`src/rtl/regfile_scoreboard_if.sv`:
```
// regfile_scoreboard_if
//   Bundles the decode-side read/issue signals and the writeback signals of
//   the register file scoreboard into one port.
//   master : decode/writeback side (drives addresses, strobes, write data)
//   slave  : register file (returns read data, rd_valid, stall, pend_cnt)
//   Optional macro REGFILE_BYTE_WRITE_EN adds wr_be (DATA_W/8 byte enables).
interface regfile_scoreboard_if #(
  parameter int DATA_W = 32,
  parameter int ADDR_W = 5
);
  logic              rd_en;
  logic [ADDR_W-1:0] rd_addr1;
  logic [ADDR_W-1:0] rd_addr2;
  logic [DATA_W-1:0] rd_data1;
  logic [DATA_W-1:0] rd_data2;
  logic              rd_valid;
  logic              wr_en;
  logic [ADDR_W-1:0] wr_addr;
  logic [DATA_W-1:0] wr_data;
  logic              pend_set;
  logic [ADDR_W-1:0] pend_addr;
  logic              stall;
  logic [ADDR_W:0]   pend_cnt;
`ifdef REGFILE_BYTE_WRITE_EN
  logic [DATA_W/8-1:0] wr_be;
`endif

  modport master (
`ifdef REGFILE_BYTE_WRITE_EN
    output wr_be,
`endif
    output rd_en, rd_addr1, rd_addr2, wr_en, wr_addr, wr_data,
    output pend_set, pend_addr,
    input  rd_data1, rd_data2, rd_valid, stall, pend_cnt
  );

  modport slave (
`ifdef REGFILE_BYTE_WRITE_EN
    input  wr_be,
`endif
    input  rd_en, rd_addr1, rd_addr2, wr_en, wr_addr, wr_data,
    input  pend_set, pend_addr,
    output rd_data1, rd_data2, rd_valid, stall, pend_cnt
  );
endinterface

```
`src/rtl/regfile_scoreboard.sv`:
```
// regfile_scoreboard
//   Parametrised register file with two registered read ports, same-cycle
//   write-to-read forwarding, optional hardwired zero register and a
//   pending-write scoreboard that raises a combinational stall on RAW hazards.
// Ports:
//   clk  - rising-edge clock
//   rst  - asynchronous active-high reset (clears registers, pending bits,
//          read outputs and the pending counter)
//   bus  - regfile_scoreboard_if.slave: read port (rd_en, rd_addr1/2,
//          rd_data1/2, rd_valid), writeback (wr_en, wr_addr, wr_data),
//          issue (pend_set, pend_addr), stall and pend_cnt.
// Optional macro REGFILE_BYTE_WRITE_EN: enables per-byte write via bus.wr_be;
//   forwarding merges bytes the same way. Without it every write is full-word.
module regfile_scoreboard #(
  parameter int DATA_W   = 32,
  parameter int ADDR_W   = 5,
  parameter int DEPTH    = 32,
  parameter int ZERO_REG = 1
) (
  input  logic                 clk,
  input  logic                 rst,
  regfile_scoreboard_if.slave  bus
);
  localparam int NB = DATA_W / 8;
  localparam logic [ADDR_W:0] DEPTH_L = (ADDR_W + 1)'(DEPTH);

  logic [DATA_W-1:0] mem [DEPTH];
  logic [NB-1:0]     be;
  logic              wr_ok;
  logic              set_ok;
  logic [DEPTH-1:0]  pending_reg;
  logic [DEPTH-1:0]  pending_next;
  logic [DEPTH-1:0]  set_vec;
  logic [DEPTH-1:0]  clr_vec;
  logic [DEPTH-1:0]  wr_hit;
  logic [DEPTH-1:0]  hit1;
  logic [DEPTH-1:0]  hit2;
  logic              cnt_inc;
  logic              cnt_dec;
  logic [ADDR_W:0]   cnt_reg;
  logic [ADDR_W:0]   cnt_next;
  logic [DATA_W-1:0] rd_data1_reg;
  logic [DATA_W-1:0] rd_data2_reg;
  logic [DATA_W-1:0] val1;
  logic [DATA_W-1:0] val2;
  logic              rd_valid_reg;

  // An address is backed by real storage when it is inside DEPTH and is not
  // the hardwired zero register.
  function automatic logic addr_ok(input logic [ADDR_W-1:0] a);
    return ({1'b0, a} < DEPTH_L) && !((ZERO_REG != 0) && (a == '0));
  endfunction

  // Read value of address a given its stored word: zero for unbacked
  // addresses, otherwise stored word with any same-cycle write bytes merged in.
  function automatic logic [DATA_W-1:0] read_value(
    input logic [ADDR_W-1:0] a,
    input logic [DATA_W-1:0] stored
  );
    logic [DATA_W-1:0] v;
    v = '0;
    if (addr_ok(a)) begin
      v = stored;
      if (bus.wr_en && (bus.wr_addr == a)) begin
        for (int b = 0; b < NB; b++) begin
          if (be[b]) v[b*8 +: 8] = bus.wr_data[b*8 +: 8];
        end
      end
    end
    return v;
  endfunction

`ifdef REGFILE_BYTE_WRITE_EN
  assign be = bus.wr_be;
`else
  assign be = '1;
`endif

  assign wr_ok  = bus.wr_en && addr_ok(bus.wr_addr);
  assign set_ok = bus.pend_set && addr_ok(bus.pend_addr);

  // Per-register one-hot decodes of every address in play this cycle.
  // wr_hit uses the raw strobe: an unbacked register is never pending anyway.
  generate
    for (genvar gi = 0; gi < DEPTH; gi++) begin : g_dec
      localparam logic [ADDR_W-1:0] IDX = ADDR_W'(gi);
      assign wr_hit[gi]  = bus.wr_en && (bus.wr_addr == IDX);
      assign clr_vec[gi] = wr_ok && (bus.wr_addr == IDX);
      assign set_vec[gi] = set_ok && (bus.pend_addr == IDX);
      assign hit1[gi]    = (bus.rd_addr1 == IDX);
      assign hit2[gi]    = (bus.rd_addr2 == IDX);
    end
  endgenerate

  // Storage. Byte enables are all ones in the full-word build, and the pending
  // clear (clr_vec) fires even when no byte is enabled.
  always_ff @(posedge clk or posedge rst) begin
    if (rst) begin
      for (int i = 0; i < DEPTH; i++) mem[i] <= '0;
    end else begin
      for (int i = 0; i < DEPTH; i++) begin
        for (int b = 0; b < NB; b++) begin
          if (clr_vec[i] && be[b]) mem[i][b*8 +: 8] <= bus.wr_data[b*8 +: 8];
        end
      end
    end
  end

  always_comb begin
    val1 = read_value(bus.rd_addr1, mem[bus.rd_addr1]);
    val2 = read_value(bus.rd_addr2, mem[bus.rd_addr2]);
  end

  always_ff @(posedge clk or posedge rst) begin
    if (rst) begin
      rd_data1_reg <= '0;
      rd_data2_reg <= '0;
      rd_valid_reg <= 1'b0;
    end else begin
      rd_valid_reg <= bus.rd_en;
      if (bus.rd_en) begin
        rd_data1_reg <= val1;
        rd_data2_reg <= val2;
      end
    end
  end

  // Scoreboard. A set overrides a clear on the same register because a newer
  // producer has been issued. The counter tracks transitions, so it only moves
  // on a real 0->1 or 1->0 change of some pending bit.
  assign pending_next = (pending_reg & ~clr_vec) | set_vec;
  assign cnt_inc      = |(set_vec & ~pending_reg);
  assign cnt_dec      = |(clr_vec & pending_reg & ~set_vec);
  assign cnt_next     = cnt_reg + {{ADDR_W{1'b0}}, cnt_inc} - {{ADDR_W{1'b0}}, cnt_dec};

  always_ff @(posedge clk or posedge rst) begin
    if (rst) begin
      pending_reg <= '0;
      cnt_reg     <= '0;
    end else begin
      pending_reg <= pending_next;
      cnt_reg     <= cnt_next;
    end
  end

  // A writeback landing this cycle resolves the hazard through forwarding;
  // a pend_set this cycle is not yet visible in pending_reg.
  assign bus.stall = bus.rd_en &&
                     ((|(hit1 & pending_reg & ~wr_hit)) ||
                      (|(hit2 & pending_reg & ~wr_hit)));

  assign bus.rd_data1 = rd_data1_reg;
  assign bus.rd_data2 = rd_data2_reg;
  assign bus.rd_valid = rd_valid_reg;
  assign bus.pend_cnt = cnt_reg;
endmodule
```
`src/flat_wrapper.sv`:
```
// flat-port wrapper written by rule: the top's interface ports become plain ports
module regfile_scoreboard_flat 
#(
  parameter int DATA_W   = 32,
  parameter int ADDR_W   = 5,
  parameter int DEPTH    = 32,
  parameter int ZERO_REG = 1
)
  (clk, rst, bus_rd_en, bus_rd_addr1, bus_rd_addr2, bus_wr_en, bus_wr_addr, bus_wr_data, bus_pend_set, bus_pend_addr, bus_rd_data1, bus_rd_data2, bus_rd_valid, bus_stall, bus_pend_cnt);
  regfile_scoreboard_if #(.DATA_W(DATA_W), .ADDR_W(ADDR_W)) bus_i ();
  input  logic clk;
  input  logic rst;
  input wire logic [$bits(bus_i.rd_en)-1:0] bus_rd_en;
  input wire logic [$bits(bus_i.rd_addr1)-1:0] bus_rd_addr1;
  input wire logic [$bits(bus_i.rd_addr2)-1:0] bus_rd_addr2;
  input wire logic [$bits(bus_i.wr_en)-1:0] bus_wr_en;
  input wire logic [$bits(bus_i.wr_addr)-1:0] bus_wr_addr;
  input wire logic [$bits(bus_i.wr_data)-1:0] bus_wr_data;
  input wire logic [$bits(bus_i.pend_set)-1:0] bus_pend_set;
  input wire logic [$bits(bus_i.pend_addr)-1:0] bus_pend_addr;
  output wire logic [$bits(bus_i.rd_data1)-1:0] bus_rd_data1;
  output wire logic [$bits(bus_i.rd_data2)-1:0] bus_rd_data2;
  output wire logic [$bits(bus_i.rd_valid)-1:0] bus_rd_valid;
  output wire logic [$bits(bus_i.stall)-1:0] bus_stall;
  output wire logic [$bits(bus_i.pend_cnt)-1:0] bus_pend_cnt;
  assign bus_i.rd_en = bus_rd_en;
  assign bus_i.rd_addr1 = bus_rd_addr1;
  assign bus_i.rd_addr2 = bus_rd_addr2;
  assign bus_i.wr_en = bus_wr_en;
  assign bus_i.wr_addr = bus_wr_addr;
  assign bus_i.wr_data = bus_wr_data;
  assign bus_i.pend_set = bus_pend_set;
  assign bus_i.pend_addr = bus_pend_addr;
  assign bus_rd_data1 = bus_i.rd_data1;
  assign bus_rd_data2 = bus_i.rd_data2;
  assign bus_rd_valid = bus_i.rd_valid;
  assign bus_stall = bus_i.stall;
  assign bus_pend_cnt = bus_i.pend_cnt;
  regfile_scoreboard #(.DATA_W(DATA_W), .ADDR_W(ADDR_W), .DEPTH(DEPTH), .ZERO_REG(ZERO_REG)) u_core (.clk(clk), .rst(rst), .bus(bus_i));
endmodule
```
`config.mk`:
```
export PLATFORM = sky130hd
export DESIGN_NAME = regfile_scoreboard_flat
export DESIGN_NICKNAME = d
export VERILOG_FILES = /design/src/rtl/regfile_scoreboard_if.sv /design/src/rtl/regfile_scoreboard.sv /design/src/flat_wrapper.sv
export SDC_FILE = /design/constraint.sdc
export NUM_CORES = 2
export LEC_CHECK = 0
export BUFFER_PORTS_ARGS = -buffer_cell sky130_fd_sc_hd__buf_2
export CAP_MARGIN = 20
export CORE_MARGIN = 4
export CORE_UTILIZATION = 35
export CTS_CLUSTER_SIZE = 40
export DETAILED_ROUTE_END_ITERATION = 10
export PLACE_DENSITY = 0.6
export SLEW_MARGIN = 15
export SYNTH_ARGS = -nofsm -noshare
export SYNTH_HDL_FRONTEND = slang
export SYNTH_SLANG_ARGS = --single-unit
export TNS_END_PERCENT = 100
```
`constraint.sdc`:
```
create_clock -name clk -period 45.3 [get_ports clk]
set_input_delay 2.265 -clock clk [delete_from_list [all_inputs] [get_ports clk]]
set_output_delay 2.265 -clock clk [all_outputs]
set_load 0.02 [all_outputs]
```
==> results.md <==
- Setup ws final: 37.15 ns
- Sequential share of the synthesized area: 47.2%
- GRT Total Usage: 20.1%
- Most flops, register: u_core.mem
- Post-CTS sizing: 0
- Antenna viol nets, final: 0
- DR vias: 37500
- Max reg flops: 1024
- CTS Buf Count: 116
- Leakage power: 0.0291 uW
- CTS Hold Bufs: 0
- Area of the multi-input gates: 0.0297 sq mm
- Uppermost routed layer: met5
- CTS Root Cell: clkbuf_16
- Final non-filler cell total: 6433
- Setup_tns: 0 ns
- Worst Path Max Fanout: 35
- Post-Route M1 WL: just over 70000 microns
- Htree depth: 3
- Share of flip-flops with an asynchronous set or reset: between 90% and 100%
- Core area: 0.170 sq mm
- Place WS: around 37 ns
- HP Class: flop to flop
- Placed insts: 6212
- Relative slew slack: 24.2%
- Yosys reg bits: roughly 1100
- Syn Nets: 4312
- Initial antenna violation count: 15
- Setup bufs post-CTS: 0
- Largest cells by area after synthesis: dfrtp_1, mux4_2, mux2_2, nand2_1, clkbuf_1
- Clock latency on the worst-skew pair: 0.74 ns
- WS Path Type: primary input to output port
- Commonest non-fill, non-tap cells in the layout: dfrtp_1, mux2_2, mux4_2
- Die Ht: 421 microns
- Starting Density: 35.2%
- Die width: 421 microns
- Reg area: 0.0282 sq mm
- Metal3 WL: 9960 microns
- # fillers: around 16000
- Syn-to-layout area delta: 11.1%
- Max Cap Violations: 0
- Setup Viol. Count Final: 0
- Met2 WL: 88900 microns
- Dpl hpwl: 102000 microns
- Gr ovfl total: 0
- WP data required: 43.03 ns
- Clock Pin Slew Worst Setup and Hold Paths: 0.06 ns
- Routability congestion estimate: just over 0.9
- Die footprint: 0.177 sq mm
- Detailed Routing Iterations Pass 1: 8
- Clk_skew: 0.0324 ns
- WP data arrival: approximately 5.9 ns
- 1st-iter DRT viols: between 3000 and 4000
- Hold depth: 0
- Gate Count Post-Synth: 4248
- CTS Sinks: 1127
- Vias per inst: roughly 6
- Clock tree buffer depth: 3
- Mapped cell area: ~0.060 sq mm
- TritonCTS clock tree: done
- Reg2reg path depth: 11
- Fmax achieved: 0.123 GHz
- Status: finished, final reports clean
- Largest area contributor in the netlist: dfrtp_1
- Vias in the first global route: 39800
- Synth top area share: 47.2%
- Synth warn: 0
- Pwr per Cell Area: 45.6 mW/mm^2
- Number of port buffers: 128
- Top FF cell, synth: dfrtp_1
- Commonest non-fill, non-tap cell in the layout: dfrtp_1
- # IOs: 129
- Share of layout cells above drive strength 1: ~46%
- RSZ-0062 raised after global routing: false
- First-pass GRT wire length: 269000 microns
- Worst IR Drop VDD: 0.0357 mV
- Minimum clock period: 8.15 ns
- Post-synth EDFFs: 0
- Tcrit/Tclk final: roughly 18%
- Post-DR wirelength/cell: around 28 microns
- Largest net degree at the start of global routing: 150
- Row cnt: 151
- Critical path endpoint category: output port
- Synth Area per Inst: ~14 sq um
- Final net count: 4177
- Wirelength, routed: 179000 microns
- Final slew viol count: 0
- Post-route DRC violation count: 0
- Worst setup SP type: primary input
- Slew @ Worst Pin: between 1 and 1.5 ns
- Worst Hold Slack: 0.394 ns
- Yosys cell types: 65
- Final hold vios: 0
==> routing by layer <==
| metal | vias to the layer above | GRT usage (%) |
|---|---|---|
| met5 | - | 0 |
| met4 | 14 | 8.06 |
| met3 | 397 | 3.01 |
| met2 | 1276 | 34.2 |
| met1 | 20200 | 25.8 |
| li1 | 15700 | - |
==> through the flow <==
step	total power [uW]	utilization, %	instance area [sq um]
detailed placement	2020	36.7	62300
CTS	3050	39.1	66400
global placement	2000	36.7	62300
global route	3170	39.1	66400
finish	3030	39.1	66400
floorplan	1830	-	59800
==> worst max-delay path, cell delays in order <==
cell       delay (ns)
buf_2            0.29
nor4bb_2         0.91
nand2_4          0.67
nand4b_1         0.34
nand3_1          0.11
a2111oi_0        0.52
a32oi_1          0.16
o41a_1           0.41
buf_2            0.19
==> cells in the mapped netlist (7+ instances only) <==
library cell  number
a32oi_1           10
o22ai_1           80
inv_1             81
dfrtp_1         1127
nor2b_1           13
buf_1             91
nand3_1           25
nor2_1            35
a21oi_1           16
nand4_1           11
nor3_1             7
buf_2             69
mux2i_1           70
mux2_2           833
o21ai_1           30
nand2_1          659
clkbuf_1         282
mux4_2           643
xor2_1             9
o21ai_0           59
==> cell type report <==
class	count	area share, %
Antenna cell	5	0.0188
Clock buffer	165	5.10
Clock inverter	50	1.01
Inverter	83	0.482
Multi-Input combinational cell	2589	44.8
Sequential cell	1127	42.5
Tap cell	2218	4.18
Timing Repair Buffer	196	1.96
==> power breakdown <==
group / total, uW / leakage (uW) / internal (uW) / switching (uW)
Combinational: 656 / 0.0127 / 372 / 284
Sequential: 1350 / 0.0145 / 1200 / 143
Clock: 1020 / 0.00201 / 605 / 420
==> cell families (layout without fill, tap and decap cells) <==
| family | count (synthesis) | in the layout | synth area share, % |
|---|---|---|---|
| AOI/OAI and AO/OA | 232 | 232 | 2.38 |
| buffers and inverters | 532 | 494 | 3.54 |
| other | 0 | 5 | 0 |
| adders and majority gates | 7 | 7 | 0.159 |
| xor gates and xnor gates | 15 | 15 | 0.220 |
| DFF | 1127 | 1127 | 47.2 |
| and+or+nand+nor | 789 | 789 | 5.43 |
| muxes | 1546 | 1546 | 41.1 |
==> path summary, 6_finish.rpt <==
kind,start,endpoint,slack [ns]
setup / recovery,bus_wr_en,bus_stall,37.15
hold / removal,u_core.mem[1006],u_core.mem[1006],0.39
setup reg to reg,u_core.pending_reg[14],u_core.bus.pend_cnt[4],42.39
hold reg to reg,u_core.mem[1006],u_core.mem[1006],0.39
max in group asynchronous,rst,u_core.mem[694],40.11
min in group asynchronous,rst,u_core.mem[95],1.66
Note: power is estimated with default switching activity, not from simulation.
